===== src/rtl/skolem_check_xor4_if.sv =====
// Handshake and candidate-probe signals shared between a sweep controller
// (master) and the skolem_check_xor4 checker (slave).
interface skolem_check_xor4_if;
    logic       start;
    logic [3:0] cand_in;
    logic       cand_out;
    logic       busy;
    logic       done;
    logic       pass;
    logic [4:0] fail_cnt;
    logic [3:0] cex;
    logic       cex_valid;

    modport master (
        output start,
        output cand_out,
        input  cand_in,
        input  busy,
        input  done,
        input  pass,
        input  fail_cnt,
        input  cex,
        input  cex_valid
    );

    modport slave (
        input  start,
        input  cand_out,
        output cand_in,
        output busy,
        output done,
        output pass,
        output fail_cnt,
        output cex,
        output cex_valid
    );
endinterface


===== src/rtl/skolem_check_xor4.sv =====
// Exhaustive checker for a candidate Skolem function i4 = f(i0..i3) against
// the relation i0^i1^i2^i3^i4 == 1. Each of the 16 assignments gets one
// settle cycle (APPLY) and one compare cycle (CHECK), so a full sweep takes
// 32 cycles plus a one-cycle DONE.
// Optional feature: define SKOLEM_CHECK_STOP_ON_FAIL_EN to end the sweep at
// the first failing assignment.
module skolem_check_xor4 (
    input  logic                    clk,
    input  logic                    rst,
    skolem_check_xor4_if.slave      bus
);

    typedef enum logic [1:0] {
        IDLE  = 2'd0,
        APPLY = 2'd1,
        CHECK = 2'd2,
        DONE  = 2'd3
    } state_t;

    state_t     state;
    state_t     state_next;

    logic [3:0] index;
    logic [4:0] fail_cnt_q;
    logic [3:0] cex_q;
    logic       cex_valid_q;
    logic       pass_q;

    logic       expected;
    logic       mismatch;
    logic       last_index;

    assign expected   = ~(^index);
    assign mismatch   = (state == CHECK) && (bus.cand_out != expected);
    assign last_index = (index == 4'd15);

    // State register; reset returns the sweep to IDLE regardless of progress.
    always_ff @(posedge clk) begin
        if (rst) begin
            state <= IDLE;
        end else begin
            state <= state_next;
        end
    end

    // Next-state logic: start is only honoured in IDLE, so any start seen while busy is dropped.
    always_comb begin
        state_next = state;
        case (state)
            IDLE: begin
                if (bus.start) begin
                    state_next = APPLY;
                end
            end
            APPLY: begin
                state_next = CHECK;
            end
            CHECK: begin
`ifdef SKOLEM_CHECK_STOP_ON_FAIL_EN
                if (mismatch || last_index) begin
                    state_next = DONE;
                end else begin
                    state_next = APPLY;
                end
`else
                if (last_index) begin
                    state_next = DONE;
                end else begin
                    state_next = APPLY;
                end
`endif
            end
            DONE: begin
                state_next = IDLE;
            end
            default: begin
                state_next = IDLE;
            end
        endcase
    end

    // Sweep datapath: index stepping, saturating failure count, first counterexample capture and held verdict.
    always_ff @(posedge clk) begin
        if (rst) begin
            index       <= 4'd0;
            fail_cnt_q  <= 5'd0;
            cex_q       <= 4'd0;
            cex_valid_q <= 1'b0;
            pass_q      <= 1'b0;
        end else begin
            case (state)
                IDLE: begin
                    if (bus.start) begin
                        index       <= 4'd0;
                        fail_cnt_q  <= 5'd0;
                        cex_q       <= 4'd0;
                        cex_valid_q <= 1'b0;
                        pass_q      <= 1'b0;
                    end
                end
                CHECK: begin
                    if (mismatch) begin
                        if (fail_cnt_q != 5'd16) begin
                            fail_cnt_q <= fail_cnt_q + 5'd1;
                        end
                        if (!cex_valid_q) begin
                            cex_q       <= index;
                            cex_valid_q <= 1'b1;
                        end
                    end
                    if (state_next == APPLY) begin
                        index <= index + 4'd1;
                    end
                end
                DONE: begin
                    pass_q <= (fail_cnt_q == 5'd0);
                end
                default: begin
                end
            endcase
        end
    end

    // Output decode: the verdict is shown live during DONE and then held from pass_q while idle.
    always_comb begin
        bus.busy      = (state != IDLE);
        bus.done      = (state == DONE);
        bus.cand_in   = 4'd0;
        bus.pass      = pass_q;
        bus.fail_cnt  = fail_cnt_q;
        bus.cex       = cex_q;
        bus.cex_valid = cex_valid_q;
        if (state == APPLY || state == CHECK) begin
            bus.cand_in = index;
        end
        if (state == DONE) begin
            bus.pass = (fail_cnt_q == 5'd0);
        end
    end

endmodule


===== src/flat_wrapper.sv =====
// flat-port wrapper written by rule: the top's interface ports become plain ports
module skolem_check_xor4_flat 
  (clk, rst, bus_start, bus_cand_out, bus_cand_in, bus_busy, bus_done, bus_pass, bus_fail_cnt, bus_cex, bus_cex_valid);
  skolem_check_xor4_if bus_i ();
  input  logic clk;
  input  logic rst;
  input wire logic [$bits(bus_i.start)-1:0] bus_start;
  input wire logic [$bits(bus_i.cand_out)-1:0] bus_cand_out;
  output wire logic [$bits(bus_i.cand_in)-1:0] bus_cand_in;
  output wire logic [$bits(bus_i.busy)-1:0] bus_busy;
  output wire logic [$bits(bus_i.done)-1:0] bus_done;
  output wire logic [$bits(bus_i.pass)-1:0] bus_pass;
  output wire logic [$bits(bus_i.fail_cnt)-1:0] bus_fail_cnt;
  output wire logic [$bits(bus_i.cex)-1:0] bus_cex;
  output wire logic [$bits(bus_i.cex_valid)-1:0] bus_cex_valid;
  assign bus_i.start = bus_start;
  assign bus_i.cand_out = bus_cand_out;
  assign bus_cand_in = bus_i.cand_in;
  assign bus_busy = bus_i.busy;
  assign bus_done = bus_i.done;
  assign bus_pass = bus_i.pass;
  assign bus_fail_cnt = bus_i.fail_cnt;
  assign bus_cex = bus_i.cex;
  assign bus_cex_valid = bus_i.cex_valid;
  skolem_check_xor4 u_core (.clk(clk), .rst(rst), .bus(bus_i));
endmodule

===== config.mk =====
export PLATFORM = sky130hd
export DESIGN_NAME = skolem_check_xor4_flat
export DESIGN_NICKNAME = d
export VERILOG_FILES = /design/src/rtl/skolem_check_xor4_if.sv /design/src/rtl/skolem_check_xor4.sv /design/src/flat_wrapper.sv
export SDC_FILE = /design/constraint.sdc
export NUM_CORES = 1
export LEC_CHECK = 0
export CAP_MARGIN = 40
export CORE_MARGIN = 2
export CORE_UTILIZATION = 46
export CTS_BUF_LIST = sky130_fd_sc_hd__clkbuf_8
export DETAILED_ROUTE_END_ITERATION = 8
export GPL_ROUTABILITY_DRIVEN = 0
export GPL_TIMING_DRIVEN = 0
export PLACE_DENSITY_LB_ADDON = 0.15
export SETUP_SLACK_MARGIN = 0.02
export SLEW_MARGIN = 20
export SYNTH_ARGS = -nofsm -noshare
export SYNTH_HDL_FRONTEND = slang
export SYNTH_SLANG_ARGS = --single-unit

===== constraint.sdc =====
create_clock -name clk -period 1.65 [get_ports clk]
set_input_delay 0.33 -clock clk [delete_from_list [all_inputs] [get_ports clk]]
set_output_delay 0.33 -clock clk [all_outputs]
set_load 0.01 [all_outputs]

==> summary.json <==
{
  "timing": {
    "finalSetupViolCount": 10,
    "slew_viols_final": 0,
    "maxSlewHeadroom": 0.6728,
    "setup_tns_ns": -0.7978,
    "min_period_over_period": 1.073,
    "hold_violations": 0,
    "final.min_clock_period_ns": 1.770,
    "final.setup_skew_ns": 0.003824,
    "rsz0062_at_grt": "yes",
    "layout_setup_ws_ns": -0.1197,
    "max_slew.worst_pin.slew_ns": 0.4908,
    "clock.fmax_mhz": 565.1
  },
  "final_layout": {
    "num-nets-final": 157,
    "num_antenna_cells": 0,
    "final_cell_count_no_fill": 171,
    "synthToLayoutAreaGrowth_pct": 47.88,
    "final_layout_size_suffix_gt1_frac": 0.3403,
    "post-route-util": 0.7254,
    "n_fill_cell": 154
  },
  "floorplan": {
    "die_height_um": 49.97,
    "die-width_um": 49.97,
    "initial_utilization": 0.4905,
    "num_rows": 16,
    "core_region_area_um2": 1982,
    "ioPinCount": 21,
    "floorplan.die_area_um2": 2497
  },
  "synthesis": {
    "ys_warn_count": 0,
    "synth-seq-area-share": 0.3501,
    "synth.cells.most_frequent": "sky130_fd_sc_hd__dfxtp_1 (17), sky130_fd_sc_hd__nor2_1 (11), sky130_fd_sc_hd__inv_1 (9)",
    "syn-instance-count": 110,
    "yosysMostFrequentCell": "sky130_fd_sc_hd__dfxtp_1",
    "synth_nets": 122,
    "synth-main-ff-cell": "sky130_fd_sc_hd__dfxtp_1",
    "synth_area_leaders": "sky130_fd_sc_hd__dfxtp_1 (35%), sky130_fd_sc_hd__ha_1 (10%), sky130_fd_sc_hd__a22o_1 (4.5%)",
    "async_flop_share": 0,
    "yosysTopAreaCellShare": 0.3501,
    "number_of_synthesized_flops_with_an_enable_pin": 0,
    "cell_taking_the_most_area_after_synthesis": "sky130_fd_sc_hd__dfxtp_1",
    "number_of_flip_flops_and_latches_in_the_synthesized_netlist": 17,
    "syn-cell-area_um2": 972.2,
    "mapped_avg_cell_area_um2": 8.838,
    "ys_types": 32
  },
  "power_and_ir_drop": {
    "power.density_nw_per_um2": 734.0,
    "peakVddDrop_mv": 0.5011,
    "power.static_leakage_nw": 0.5716
  },
  "grt": {
    "grt_antenna_before_repair": 0,
    "grt.total_usage": 0.1847,
    "grt_start_max_net_pins": 11,
    "globalRoute.totalOverflow": 0,
    "first_global_vias": 815,
    "grt_pass1_wl_mm": 3.567
  },
  "worst_setup_path": {
    "critical_path.top_delay_family": "XOR/XNOR gates",
    "worst-endpoint-required_ns": 1.79,
    "cells_along_the_critical_path": "ha_4, xor3_2, a21oi_4, nand2_2, mux2_4",
    "setup.worst_path.class": "reg -> reg",
    "timing.rr.start": "u_core.index[2]",
    "critical_path.max_stage_delay_ns": 0.43,
    "crit_path_start": "u_core.index[2]",
    "worst-path-max-fanout": 6,
    "worst_path_max_delay_cell": "sky130_fd_sc_hd__xor3_2",
    "crit_path_end_kind": "flop",
    "critical_path_arrival_ns": 1.91,
    "timing.critical_path.buf_inv": 0,
    "startpoint_type": "flop"
  },
  "clock_network": {
    "clock_sinks": 17,
    "cts_buffers": 3,
    "maximum_level_of_the_cts_h_tree": 1,
    "maximum_buffer_depth_of_the_clock_tree": 2,
    "path_clk_slew_ns": 0.07,
    "tritoncts": "built",
    "ctsRootBufferMaster": "sky130_fd_sc_hd__clkbuf_8",
    "clock_latency_ns": 0.25
  },
  "worst_hold_path": {
    "min_from": "u_core.bus.cex[1]",
    "min_path_type": "reg -> reg"
  },
  "routing": {
    "firstDrtPassIters": 4,
    "num_vias": 908,
    "via_per_instance_ratio": 5.310,
    "initialDrtViolationCount": 23,
    "wirelength_mm": 2.416,
    "drt-wirelength-per-cell_um": 14.13,
    "antenna_left": 0,
    "drc_errors": 0
  },
  "placement": {
    "detailedPlacementHpwl_mm": 1.519,
    "dpl.cell_count": 157,
    "io_buffer_count": 20
  },
  "status": {
    "result_of_the_run": "finished with violations",
    "violations_in_the_final_reports": "negative setup slack"
  },
  "run": {
    "max_cap_violations": 0
  }
}
final timing paths:
check | to | depth (start not counted) | slack (ns)
worst max-delay path | u_core.bus.fail_cnt[0] | 5 | -0.12
worst min-delay path | u_core.bus.cex[1] | 1 | 0.48
worst max register to register | u_core.bus.fail_cnt[0] | 5 | -0.12
worst min register to register | u_core.bus.cex[1] | 1 | 0.48
final cells by class:
cell class	count	area, um2	area share
multi-input combinational	80	679.4	0.4726
inverter	9	36.28	0.02524
timing repair buffer	31	257.7	0.1793
tap	27	33.78	0.02350
clock inverter	1	5.005	0.003481
buffer	3	18.77	0.01305
sequential	17	365.4	0.2541
clock buffer	3	41.29	0.02872
cells by family after synthesis:
kind of cell             Yosys count  synth area share
multiplexers                       4           0.04633
AND/OR/NAND/NOR                   40            0.2201
AO/OA/AOI/OAI                     26            0.1931
flip-flops                        17            0.3501
XOR/XNOR                           2           0.03475
adder cells (fa/ha/maj)            8            0.1030
buffers and inverters             13           0.05277
per-layer routing:
layer,GRT usage,share of wire,vias to the layer above
met1,0.2500,0.46,427
met5,0,0,-
met4,0.07870,0,0
li1,-,-,459
met3,0.03333,0.036,0
met2,0.2867,0.50,22
cell usage in the layout, fill, tap and decap left out, types with 3 or more instances in the layout:
cell type / n
sky130_fd_sc_hd__ha_1: 4
sky130_fd_sc_hd__dfxtp_1: 7
sky130_fd_sc_hd__nand2_1: 6
sky130_fd_sc_hd__dfxtp_2: 5
sky130_fd_sc_hd__a22o_1: 5
sky130_fd_sc_hd__a21oi_1: 4
sky130_fd_sc_hd__o21ai_0: 3
sky130_fd_sc_hd__ha_4: 3
sky130_fd_sc_hd__nor2_1: 11
sky130_fd_sc_hd__clkbuf_8: 3
sky130_fd_sc_hd__nand3_1: 7
sky130_fd_sc_hd__inv_1: 7
sky130_fd_sc_hd__dlygate4sd2_1: 3
sky130_fd_sc_hd__clkbuf_2: 3
sky130_fd_sc_hd__dfxtp_4: 5
sky130_fd_sc_hd__and2_1: 5
sky130_fd_sc_hd__clkdlybuf4s50_1: 12
sky130_fd_sc_hd__buf_4: 10
power breakdown:
part | switching, mW | internal, mW | total [mW]
logic | 0.150 | 0.145 | 0.295
clock network | 0.151 | 0.168 | 0.319
registers | 0.0192 | 0.423 | 0.442
total | 0.320 | 0.735 | 1.06
per-stage QoR:
stage | hold WS [ns] | area, um2 | power, mW | setup WS (ns)
floorplan | 0.4699 | 987.2 | 0.5840 | -0.03589
CTS | 0.4775 | 1346 | 0.9936 | -0.1517
detailed placement | 0.4560 | 1221 | 0.6521 | -0.4243
finish | 0.4796 | 1438 | 1.055 | -0.1197
global route | 0.5068 | 1438 | 1.106 | -0.1906
global placement | 0.4596 | 1221 | 0.6477 | -0.4115
sequential cells by signal (all words and copies together), names as in the netlist:
register              cells
u_core.bus.cex            4
u_core.index              4
u_core.state              2
u_core.bus.cex_valid      1
u_core.pass_q             1
u_core.bus.fail_cnt       5
timing repair:
| item | CTS | global route |
|---|---|---|
| hold buffers | 0 | 0 |
| gates resized for setup | 33 | 23 |
| buffers inserted | 4 | 7 |
| pin swaps | 5 | 6 |
| setup endpoints to repair | 20 | 23 |
No activity file was read; power rests on OpenSTA's default activity.
